[src/rtl/bus_pkg.sv]
// -----------------------------------------------------------------------------
// bus_pkg
// Shared types for the two-master APB arbiter.
//   state_t     : transfer sequencer states (IDLE -> SETUP -> ACCESS -> RESP)
//   bus_req_t   : one master's latched transfer fields (we, addr, wdata, be)
//   STRB_W      : byte-strobe width for the default data width
//   cnt_width() : width of the wait-state counter for a given timeout
// -----------------------------------------------------------------------------
package bus_pkg;

    localparam int BUS_ADDR_W = 32;
    localparam int BUS_DATA_W = 32;
    localparam int STRB_W     = BUS_DATA_W / 8;

    typedef enum logic [1:0] {
        IDLE   = 2'd0,
        SETUP  = 2'd1,
        ACCESS = 2'd2,
        RESP   = 2'd3
    } state_t;

    typedef struct packed {
        logic                  we;
        logic [BUS_ADDR_W-1:0] addr;
        logic [BUS_DATA_W-1:0] wdata;
        logic [STRB_W-1:0]     be;
    } bus_req_t;

    // clog2(timeout+1), never narrower than one bit (timeout 0 still needs a
    // legal vector even though the counter is then never compared).
    function automatic int cnt_width(input int timeout);
        return (timeout < 1) ? 1 : $clog2(timeout + 1);
    endfunction

endpackage

[src/rtl/rr_arbiter_2.sv]
// -----------------------------------------------------------------------------
// rr_arbiter_2
// Two-way round-robin arbiter. The grant is combinational from the two
// requests and the last-grant register; the register only moves when the
// owner of the shared resource signals that it has accepted a grant.
// Ports:
//   clk       in   clock
//   reset     in   asynchronous active-low reset (last grant -> 1, so
//                  requester 0 wins the first tie)
//   i_req0/1  in   requests
//   i_update  in   accept the current grant and record it as last grant
//   o_valid   out  at least one request present
//   o_grant   out  index of the winning requester
// -----------------------------------------------------------------------------
module rr_arbiter_2 (
    input  logic clk,
    input  logic reset,
    input  logic i_req0,
    input  logic i_req1,
    input  logic i_update,
    output logic o_valid,
    output logic o_grant
);

    logic r_last_grant;

    always_comb begin
        o_valid = i_req0 | i_req1;
        // On a tie the requester that did not win last time goes first.
        if (i_req0 && i_req1) begin
            o_grant = ~r_last_grant;
        end else begin
            o_grant = i_req1;
        end
    end

    always_ff @(posedge clk or negedge reset) begin
        if (!reset) begin
            r_last_grant <= 1'b1;
        end else if (i_update && o_valid) begin
            r_last_grant <= o_grant;
        end
    end

endmodule

[src/rtl/apb_bus_arbiter.sv]
// -----------------------------------------------------------------------------
// apb_bus_arbiter
// Shares one APB port between master 0 (CPU data bus) and master 1 (boot
// loader / DMA). Requests are arbitrated round-robin in IDLE, the winner's
// fields are latched, and the transfer is sequenced SETUP -> ACCESS -> RESP.
// The granted master gets a registered one-cycle ready pulse with rdata/err.
// A wait-state counter forces an error completion after TIMEOUT ACCESS
// cycles without p_ready (TIMEOUT = 0 disables it).
// Ports:
//   clk, reset                     clock, async active-low reset
//   mX_req/we/addr/wdata/be        master X request (held until mX_ready)
//   mX_rdata/ready/err             master X response
//   p_addr/write/sel/enable/       APB request side (p_strb zero on reads)
//   p_wdata/strb
//   p_rdata/ready/slverr           APB response side
// The latched request uses bus_pkg::bus_req_t, so ADDR_W/DATA_W must stay at
// the package widths.
// -----------------------------------------------------------------------------
module apb_bus_arbiter
    import bus_pkg::*;
#(
    parameter int ADDR_W  = BUS_ADDR_W,
    parameter int DATA_W  = BUS_DATA_W,
    parameter int TIMEOUT = 255
) (
    input  logic                clk,
    input  logic                reset,
    input  logic                m0_req,
    input  logic                m0_we,
    input  logic [ADDR_W-1:0]   m0_addr,
    input  logic [DATA_W-1:0]   m0_wdata,
    input  logic [DATA_W/8-1:0] m0_be,
    output logic [DATA_W-1:0]   m0_rdata,
    output logic                m0_ready,
    output logic                m0_err,
    input  logic                m1_req,
    input  logic                m1_we,
    input  logic [ADDR_W-1:0]   m1_addr,
    input  logic [DATA_W-1:0]   m1_wdata,
    input  logic [DATA_W/8-1:0] m1_be,
    output logic [DATA_W-1:0]   m1_rdata,
    output logic                m1_ready,
    output logic                m1_err,
    output logic [ADDR_W-1:0]   p_addr,
    output logic                p_write,
    output logic                p_sel,
    output logic                p_enable,
    output logic [DATA_W-1:0]   p_wdata,
    output logic [DATA_W/8-1:0] p_strb,
    input  logic [DATA_W-1:0]   p_rdata,
    input  logic                p_ready,
    input  logic                p_slverr
);

    localparam int              CNT_W    = cnt_width(TIMEOUT);
    localparam logic [CNT_W:0]  TO_LIMIT = (CNT_W + 1)'(TIMEOUT);

    state_t              r_state;
    bus_req_t            r_req;
    logic                r_gnt;
    logic [CNT_W-1:0]    r_cnt;
    logic                r_p_sel;
    logic                r_p_enable;
    logic [DATA_W-1:0]   r_m0_rdata;
    logic [DATA_W-1:0]   r_m1_rdata;
    logic                r_m0_ready;
    logic                r_m1_ready;
    logic                r_m0_err;
    logic                r_m1_err;

    logic                w_valid;
    logic                w_grant;
    logic                w_update;
    bus_req_t            w_win;
    logic [CNT_W:0]      w_cnt_inc;
    logic                w_timeout;
    logic [DATA_W-1:0]   w_rsp_rdata;
    logic                w_rsp_err;

    // Requests are only looked at in IDLE; that is also when a grant is taken.
    assign w_update = (r_state == IDLE);

    rr_arbiter_2 u_arb (
        .clk      (clk),
        .reset    (reset),
        .i_req0   (m0_req),
        .i_req1   (m1_req),
        .i_update (w_update),
        .o_valid  (w_valid),
        .o_grant  (w_grant)
    );

    // Winner's fields; strobes are masked here so reads carry p_strb = 0.
    always_comb begin
        w_win = '0;
        if (w_grant) begin
            w_win.we    = m1_we;
            w_win.addr  = m1_addr;
            w_win.wdata = m1_wdata;
            w_win.be    = m1_we ? m1_be : '0;
        end else begin
            w_win.we    = m0_we;
            w_win.addr  = m0_addr;
            w_win.wdata = m0_wdata;
            w_win.be    = m0_we ? m0_be : '0;
        end
    end

    // The current ACCESS cycle is the (r_cnt+1)-th; time out on the
    // TIMEOUT-th one if the slave still has not answered.
    assign w_cnt_inc = {1'b0, r_cnt} + (CNT_W + 1)'(1);
    assign w_timeout = (TIMEOUT != 0) && (w_cnt_inc >= TO_LIMIT);

    // Writes return zero data; a timeout returns zero data with err set.
    always_comb begin
        w_rsp_rdata = '0;
        w_rsp_err   = 1'b1;
        if (p_ready) begin
            w_rsp_err = p_slverr;
            if (!r_req.we) begin
                w_rsp_rdata = p_rdata;
            end
        end
    end

    always_ff @(posedge clk or negedge reset) begin
        if (!reset) begin
            r_state    <= IDLE;
            r_req      <= '0;
            r_gnt      <= 1'b0;
            r_cnt      <= '0;
            r_p_sel    <= 1'b0;
            r_p_enable <= 1'b0;
            r_m0_rdata <= '0;
            r_m1_rdata <= '0;
            r_m0_ready <= 1'b0;
            r_m1_ready <= 1'b0;
            r_m0_err   <= 1'b0;
            r_m1_err   <= 1'b0;
        end else begin
            r_m0_ready <= 1'b0;
            r_m1_ready <= 1'b0;
            r_m0_err   <= 1'b0;
            r_m1_err   <= 1'b0;
            case (r_state)
                IDLE: begin
                    if (w_valid) begin
                        r_req   <= w_win;
                        r_gnt   <= w_grant;
                        r_cnt   <= '0;
                        r_p_sel <= 1'b1;
                        r_state <= SETUP;
                    end
                end
                SETUP: begin
                    r_p_enable <= 1'b1;
                    r_state    <= ACCESS;
                end
                ACCESS: begin
                    if (!(&r_cnt)) begin
                        r_cnt <= r_cnt + CNT_W'(1);
                    end
                    if (p_ready || w_timeout) begin
                        r_p_sel    <= 1'b0;
                        r_p_enable <= 1'b0;
                        r_state    <= RESP;
                        if (r_gnt) begin
                            r_m1_ready <= 1'b1;
                            r_m1_err   <= w_rsp_err;
                            r_m1_rdata <= w_rsp_rdata;
                        end else begin
                            r_m0_ready <= 1'b1;
                            r_m0_err   <= w_rsp_err;
                            r_m0_rdata <= w_rsp_rdata;
                        end
                    end
                end
                RESP: begin
                    r_state <= IDLE;
                end
                default: begin
                    r_state <= IDLE;
                end
            endcase
        end
    end

    assign p_addr   = r_req.addr;
    assign p_write  = r_req.we;
    assign p_wdata  = r_req.wdata;
    assign p_strb   = r_req.be;
    assign p_sel    = r_p_sel;
    assign p_enable = r_p_enable;

    assign m0_rdata = r_m0_rdata;
    assign m0_ready = r_m0_ready;
    assign m0_err   = r_m0_err;
    assign m1_rdata = r_m1_rdata;
    assign m1_ready = r_m1_ready;
    assign m1_err   = r_m1_err;

endmodule

[config.mk]
export PLATFORM = sky130hd
export DESIGN_NAME = apb_bus_arbiter
export DESIGN_NICKNAME = d
export VERILOG_FILES = /design/src/rtl/bus_pkg.sv /design/src/rtl/rr_arbiter_2.sv /design/src/rtl/apb_bus_arbiter.sv
export SDC_FILE = /design/constraint.sdc
export NUM_CORES = 1
export LEC_CHECK = 0
export CORE_AREA = 2 2 202 125
export CTS_BUF_LIST = sky130_fd_sc_hd__clkbuf_8
export DETAILED_ROUTE_END_ITERATION = 7
export DIE_AREA = 0 0 204 127
export GPL_TIMING_DRIVEN = 0
export SKIP_LAST_GASP = 1
export SLEW_MARGIN = 30
export SYNTH_ARGS = -nofsm -noshare
export SYNTH_HDL_FRONTEND = slang
export SYNTH_SLANG_ARGS = --single-unit
[constraint.sdc]
create_clock -name clk -period 2.65 [get_ports clk]
set_input_delay 0.53 -clock clk [delete_from_list [all_inputs] [get_ports clk]]
set_output_delay 0.53 -clock clk [all_outputs]
set_load 0.01 [all_outputs]
==> load_flow_metrics.sql, run 1 <==
INSERT INTO impl_metrics (metric_group, metric, value, unit) VALUES
('finish', 'post-route-util', '0.465', ''),
('route', 'drc_errors', '0', ''),
('sta', 'finalHoldViolations', '0', ''),
('sta', 'skew', '11.8', 'ps'),
('clock_tree', 'number_of_cts_inserted_buffers', '17', ''),
('sta', 'timing_max_transition_violations_final', '0', ''),
('sta', 'final_min_period_over_clock_period', '0.915', ''),
('synthesis', 'synth_area_per_cell', '9.86', 'sq um'),
('synthesis', 'post-synth-top-area-cell', 'sky130_fd_sc_hd__dfrtp_1', ''),
('synthesis', 'synth_seq_area_share', '0.531', ''),
('route', 'vias', '6523', ''),
('synthesis', 'number_of_warnings_reported_in_the_yosys_synthesis_log', '0', ''),
('clock_tree', 'worst_setup_hold_path_clk_slew', '90', 'ps'),
('placement', 'place.detailed.hpwl', '18400', 'um'),
('worst_setup_path', 'buffers_plus_inverters_on_the_worst_setup_path', '4', ''),
('run', 'timing.max_cap.violations', '0', ''),
('synthesis', 'synthCells', '722', ''),
('die', 'die_height', '127', 'um'),
('finish', 'most_frequent_cells_in_the_layout', '313 x sky130_fd_sc_hd__clkdlybuf4s50_1, 179 x sky130_fd_sc_hd__nand2_1, 150 x sky130_fd_sc_hd__dfrtp_1, 75 x sky130_fd_sc_hd__o21ai_1, 66 x sky130_fd_sc_hd__o21ai_0', ''),
('clock_tree', 'clockBufferDepth', '2', ''),
('global_route', 'grt_max_degree', '81', ''),
('worst_setup_path', 'cp.depth', '8', ''),
('clock_tree', 'cts_setup_buffers', '0', ''),
('pwr', 'cellLeakagePower', '4.82', 'nW'),
('finish', 'antenna_cells_inserted', '0', ''),
('global_route', 'grt_usage', '0.190', ''),
('route', 'route.final.wire_length', '24300', 'um'),
('die', 'fp.dieW', '204', 'um'),
('synthesis', 'yosys-mux-area-fraction', '0.0914', ''),
('synthesis', 'synthesis.area', '7120', 'sq um'),
('global_route', 'antenna_violations_before_repair', '1', ''),
('finish', 'commonest_non_fill_non_tap_cell_in_the_layout', 'sky130_fd_sc_hd__clkdlybuf4s50_1', ''),
('clock_tree', 'cts_hold_fix_bufs', '0', ''),
('synthesis', 'xor_xnor_fraction_of_synth_area', '0.00369', ''),
('outcome', 'outcome', 'completed', ''),
('finish', 'post_route_cells_drive_above_1_share', '0.0590', ''),
('worst_setup_path', 'top_family_by_delay_on_critical_path', 'buffers and inverters', ''),
('worst_setup_path', 'rrSetupSlack', '230', 'ps'),
('clock_tree', 'clockRootBuffer', 'sky130_fd_sc_hd__clkbuf_8', ''),
('synthesis', 'synth_nets', '903', ''),
('sta', 'slew_headroom', '0.570', ''),
('finish', 'filler_cell_count', '2309', ''),
('worst_setup_path', 'crit_end', 'm1_rdata[26]', ''),
('worst_setup_path', 'reg2reg_to', 'm1_rdata[26]', ''),
('synthesis', 'synth_cell_types', '44', ''),
('route', 'dr.first_iter.drc_count', '305', ''),
('clock_tree', 'numClockSinks', '151', ''),
('synthesis', 'yosys.area_share.simple', '0.118', ''),
('sta', 'fin_tns_setup', '0', 'ps'),
('pwr', 'power.total', '11.6', 'mW'),
('finish', 'area_of_the_multi_input_gates', '3010', 'sq um'),
('finish', 'area.sequential', '3780', 'sq um'),
('route', 'length_of_the_first_detailed_routing_pass_in_iterations', '5', ''),
('synthesis', 'largest_family_of_logic_cells_by_synthesized_area', 'compound AO/OA/AOI/OAI gates', ''),
('worst_setup_path', 'critPathLaunchType', 'flop', ''),
('placement', 'globalplace.congestion', '0.775', ''),
('synthesis', 'post-synth-top-area-fraction', '0.527', ''),
('worst_setup_path', 'worst-r2r-cell-count', '8', ''),
('die', 'std_cell_rows', '44', ''),
('finish', 'final_net_count', '1237', ''),
('synthesis', 'ys_ff_latch', '151', ''),
('die', 'boundaryPins', '315', ''),
('pwr', 'worst_vdd_drop', '0.352', 'mV'),
('die', 'core_area', '23900', 'sq um'),
('sta', 'grt_setup_unrepaired', 'false', ''),
('worst_setup_path', 'crit_path_cell_trace', 'inv_1 > ha_1 > buf_2 > nand2_1 > clkbuf_1 > clkbuf_1 > o21ai_0 > a21o_1', ''),
('min_path', 'hold_path.class', 'input pin to async pin', ''),
('die', 'die_area', '25900', 'sq um'),
('worst_setup_path', 'critical_path.slowest_cell', 'sky130_fd_sc_hd__clkbuf_1', ''),
('worst_setup_path', 'worst_setup_path_end_kind', 'flop', ''),
('finish', 'final_area', '11100', 'sq um');
-- cell usage after synthesis, drive strengths merged --
| master | instances |
|---|---|
| nand2 | 179 |
| dfrtp | 150 |
| o21ai | 141 |
| a21o | 65 |
| mux2i | 65 |
| clkbuf | 29 |
| buf | 24 |
| a21oi | 7 |
| nor3 | 7 |
| inv | 6 |
| ha | 5 |
| a32oi | 4 |
| nand3 | 4 |
| nor2 | 4 |
| nor2b | 3 |
| nor3b | 3 |
| o21a | 3 |
| and3 | 2 |
| nand2b | 2 |
| o21ba | 2 |
| o31ai | 2 |
| xnor2 | 2 |
| a21bo | 1 |
| a21boi | 1 |
| a221oi | 1 |
| a22o | 1 |
| a31oi | 1 |
| dfstp | 1 |
| nand4 | 1 |
| nor4 | 1 |
| o2111ai | 1 |
| o211ai | 1 |
| o311ai | 1 |
| o32ai | 1 |
| xor2 | 1 |
-- state kept, by name, summed over array words and instances (netlist names), 2 cells and up --
register / flops
p_addr: 32
m1_rdata: 32
r_cnt: 8
p_strb: 4
p_wdata: 32
m0_rdata: 32
r_state: 2
-- power by group --
group	switching, mW	internal [mW]
sequential	0.638	3.28
combinational	2.85	2.91
clock	0.896	0.989
-- routing by layer --
layer	global-route usage	up-vias	part of all wire
li1	-	3159	-
met1	0.268	3156	0.48
met2	0.285	193	0.43
met3	0.0622	15	0.081
met4	0.0405	0	0.0090
met5	0	-	0
-- layout make-up --
| class | count | share of cell area |
|---|---|---|
| Timing Repair Buffer | 315 | 0.286 |
| Buffer | 53 | 0.0285 |
| Sequential cell | 151 | 0.340 |
| Multi-Input combinational cell | 512 | 0.271 |
| Clock buffer | 20 | 0.0248 |
| Inverter | 6 | 0.00203 |
| Clock inverter | 10 | 0.0116 |
| Tap cell | 322 | 0.0363 |
-- worst register-to-register path, stage by stage, from the launching register on --
cell	delay (ps)
sky130_fd_sc_hd__dfrtp_1	340
sky130_fd_sc_hd__inv_1	90
sky130_fd_sc_hd__ha_1	190
sky130_fd_sc_hd__buf_2	180
sky130_fd_sc_hd__nand2_1	140
sky130_fd_sc_hd__clkbuf_1	520
sky130_fd_sc_hd__clkbuf_1	500
sky130_fd_sc_hd__o21ai_0	180
sky130_fd_sc_hd__a21o_1	180
-- repair_timing --
item | in CTS | in global routing
endpoints found under the setup margin | 0 | 5
endpoints found under the hold margin | 0 | 0
resized for setup | 0 | 4
-- stage by stage --
stage	hold WS [ps]	setup slack, ps	cells
finish	44.8	225	1389
global route	62.1	16.5	1389
CTS	42.6	188	1389
detailed placement	474	-107	1359
global placement	467	-5570	1358
floorplan	234	682	722
-- how the worst min path moves through the flow --
stage	start	end	slack [ps]	cells past startpoint
4_1_cts	reset	p_wdata[2]	40	1
6_report	reset	m1_rdata[9]	40	1
3_3_place_gp	p_addr[12]	p_addr[12]	470	2
3_5_place_dp	p_strb[3]	p_strb[3]	470	2
2_1_floorplan	reset	m0_err	230	0
5_1_grt	reset	m1_rdata[1]	60	1
-- cell families after synthesis --
group           count (synthesis)
flops                         151
fa+ha+maj                       5
compound gates                233
xor+xnor                        3
buf+inv                        59
mux                            65
simple gates                  206
Power figures use the tool's default switching activity.
==> inputs of run 2 (changes only) <==
--- a/config.mk
+++ b/config.mk
@@ -10,6 +10,7 @@
 export DETAILED_ROUTE_END_ITERATION = 7
 export DIE_AREA = 0 0 204 127
 export GPL_TIMING_DRIVEN = 0
+export PLACE_DENSITY = 0.66
 export SKIP_LAST_GASP = 1
 export SLEW_MARGIN = 30
 export SYNTH_ARGS = -nofsm -noshare
==> load_flow_metrics.sql, run 2 (same netlist as run 1, synthesis figures left out) <==
INSERT INTO impl_metrics (metric_group, metric, value, unit) VALUES
('outcome', 'outcome', 'completed', ''),
('sta', 'grt_setup_unrepaired', 'false', ''),
('finish', 'stdcell_count', '1390', ''),
('route', 'drc_errors', '0', ''),
('sta', 'fin_crit', '2440', 'ps'),
('clock_tree', 'cts_hold_fix_bufs', '0', ''),
('clock_tree', 'clock_insertion_delay_worst_skew', '460', 'ps'),
('run', 'timing.max_cap.violations', '0', ''),
('global_route', 'globalRoute.totalOverflow', '0', ''),
('worst_setup_path', 'cp.required', '3010', 'ps'),
('pwr', 'cellLeakagePower', '4.80', 'nW'),
('die', 'die_height', '127', 'um'),
('placement', 'globalplace.congestion', '0.789', ''),
('placement', 'placedCellCount', '1359', ''),
('finish', 'post_route_cells_drive_above_1_share', '0.0599', ''),
('worst_setup_path', 'critical_path_class', 'flop to flop', ''),
('sta', 'final_min_period_over_clock_period', '0.921', ''),
('worst_setup_path', 'reg2reg_to', 'm1_rdata[31]', ''),
('clock_tree', 'number_of_cts_inserted_buffers', '17', ''),
('placement', 'place.port_buffers', '314', ''),
('die', 'std_cell_rows', '44', ''),
('sta', 'skew', '12.0', 'ps'),
('sta', 'tightest_slew', '650', 'ps'),
('finish', 'antenna_cells_inserted', '0', ''),
('route', 'avgRoutedWirePerCell', '17.1', 'um'),
('global_route', 'grt_usage', '0.188', ''),
('die', 'boundaryPins', '315', ''),
('die', 'fp.dieW', '204', 'um'),
('worst_setup_path', 'cp.arrival', '2800', 'ps'),
('worst_setup_path', 'worst_setup_path_end_kind', 'flop', ''),
('worst_setup_path', 'worst_setup_path_startpoint', 'r_state[0]', ''),
('die', 'die_area', '25900', 'sq um'),
('worst_setup_path', 'startpoint_of_the_worst_register_to_register_path', 'r_state[0]', ''),
('die', 'initial_core_util', '0.298', ''),
('finish', 'commonest_non_fill_non_tap_cell_in_the_layout', 'sky130_fd_sc_hd__clkdlybuf4s50_1', ''),
('clock_tree', 'clockRootBuffer', 'sky130_fd_sc_hd__clkbuf_8', ''),
('placement', 'place.detailed.hpwl', '18100', 'um'),
('worst_setup_path', 'critPathLaunchType', 'flop', ''),
('sta', 'timing_max_transition_violations_final', '0', ''),
('clock_tree', 'cts.htree.levels', '4', ''),
('pwr', 'power.density', '1040', 'nW/um^2'),
('clock_tree', 'clockBufferDepth', '2', ''),
('sta', 'holdWs', '40.1', 'ps'),
('finish', 'area_delta_synth_final', '55.8', '%'),
('route', 'length_of_the_first_detailed_routing_pass_in_iterations', '4', ''),
('finish', 'filler_cell_count', '2285', ''),
('pwr', 'worst_vdd_drop', '0.428', 'mV'),
('die', 'core_area', '23900', 'sq um'),
('global_route', 'vias_in_the_first_global_route', '6616', ''),
('sta', 'max_freq', '410', 'MHz'),
('route', 'drt-vias-per-instance', '4.71', ''),
('global_route', 'antenna_violations_before_repair', '1', ''),
('worst_setup_path', 'worst-path-max-fanout', '10', ''),
('worst_setup_path', 'rrSetupSlack', '210', 'ps'),
('min_path', 'hold_path.class', 'input pin to async pin', ''),
('clock_tree', 'numClockSinks', '151', ''),
('global_route', 'grt_max_degree', '79', ''),
('route', 'number_of_nets_with_antenna_violations_after_detailed_routing', '0', ''),
('finish', 'final_net_count', '1237', ''),
('clock_tree', 'tritoncts', 'built', ''),
('clock_tree', 'worst_setup_hold_path_clk_slew', '90', 'ps'),
('worst_setup_path', 'worst-r2r-cell-count', '8', ''),
('global_route', 'grt_first_pass_wirelength', '37500', 'um'),
('route', 'dr.first_iter.drc_count', '236', ''),
('finish', 'most_frequent_cells_in_the_layout', '313 x sky130_fd_sc_hd__clkdlybuf4s50_1, 179 x sky130_fd_sc_hd__nand2_1, 150 x sky130_fd_sc_hd__dfrtp_1, 75 x sky130_fd_sc_hd__o21ai_1, 66 x sky130_fd_sc_hd__o21ai_0', ''),
('sta', 'slew_headroom', '0.567', ''),
('route', 'route.final.wire_length', '23700', 'um'),
('sta', 'finalHoldViolations', '0', ''),
('sta', 'finalSetupViolCount', '0', ''),
('route', 'vias', '6542', '');
## run 2: cell count changes in the layout (fill, tap and decap cells not counted), sizes merged
cell      previous run  this run
clkinv               3         4
clkinvlp             1         3
clkbuf              49        48
bufinv               3         2
## run 2: stage by stage
| stage | total power, mW | util | cell area, sq um | worst slack [ps] | TNS (ps) |
|---|---|---|---|---|---|
| after floorplan | 6.69 | - | 7120 | 682 | 0 |
| after global placement | 9.66 | 0.446 | 10700 | -5470 | -824040 |
| after detailed placement | 9.76 | 0.448 | 10700 | -202 | -4010 |
| after CTS | 11.6 | 0.464 | 11100 | 191 | 0 |
| after global routing | 12.4 | 0.464 | 11100 | 43.5 | 0 |
| final | 11.5 | 0.464 | 11100 | 210 | 0 |
## run 2: worst max path at each step
stage              endpoint  cells past startpoint
2_1_floorplan      p_enable                      9
3_3_place_gp      p_addr[8]                      1
3_5_place_dp     p_addr[24]                      6
4_1_cts          p_addr[20]                      8
5_1_grt         m1_rdata[2]                      8
6_report       m1_rdata[31]                      8
## run 2: layout make-up
| type | instances | area [sq um] | area share |
|---|---|---|---|
| repair buffers | 315 | 3180 | 0.286 |
| flip-flops and latches | 151 | 3780 | 0.341 |
| clock inverters | 12 | 128 | 0.0115 |
| multi-input cells | 512 | 3010 | 0.271 |
| well taps | 322 | 403 | 0.0363 |
| clock buffers | 19 | 262 | 0.0236 |
| plain buffers | 53 | 315 | 0.0284 |
| inverters | 6 | 22.5 | 0.00203 |
## run 2: power breakdown
part	switching (mW)	internal, mW
Combinational	2.86	2.91
Sequential	0.631	3.28
Clock	0.918	0.880
Total	4.41	7.07
## run 2: routing by layer
metal / wire length [um] / up-vias / global-route usage
li1: - / 3151 / -
met4: 308 / 0 / 0.0477
met3: 2150 / 19 / 0.0737
met5: 0 / - / 0
met1: 11300 / 3155 / 0.262
met2: 9940 / 217 / 0.274
## run 2: critical path, cell delays in order, from the launching register on
cell,delay (ps)
sky130_fd_sc_hd__dfrtp_1,350
sky130_fd_sc_hd__inv_1,90
sky130_fd_sc_hd__ha_1,200
sky130_fd_sc_hd__buf_2,180
sky130_fd_sc_hd__nand2_1,120
sky130_fd_sc_hd__clkbuf_1,500
sky130_fd_sc_hd__clkbuf_1,530
sky130_fd_sc_hd__o21ai_0,190
sky130_fd_sc_hd__a21o_1,180
## run 2: repair_timing
| action | 4_1_cts | 5_1_grt |
|---|---|---|
| buffers inserted | 0 | 0 |
| gates resized for setup | 0 | 2 |
| hold endpoints to repair | 0 | 0 |
| setup endpoints to repair | 0 | 10 |
==> inputs of run 3 (changes only) <==
--- a/config.mk
+++ b/config.mk
@@ -5,6 +5,7 @@
 export SDC_FILE = /design/constraint.sdc
 export NUM_CORES = 1
 export LEC_CHECK = 0
+export ABC_CLOCK_PERIOD_IN_PS = 2650
 export CORE_AREA = 2 2 202 125
 export CTS_BUF_LIST = sky130_fd_sc_hd__clkbuf_8
 export DETAILED_ROUTE_END_ITERATION = 7
==> results of run 3 <==
The final DEF is identical to that of run 2; final timing and power are the same.
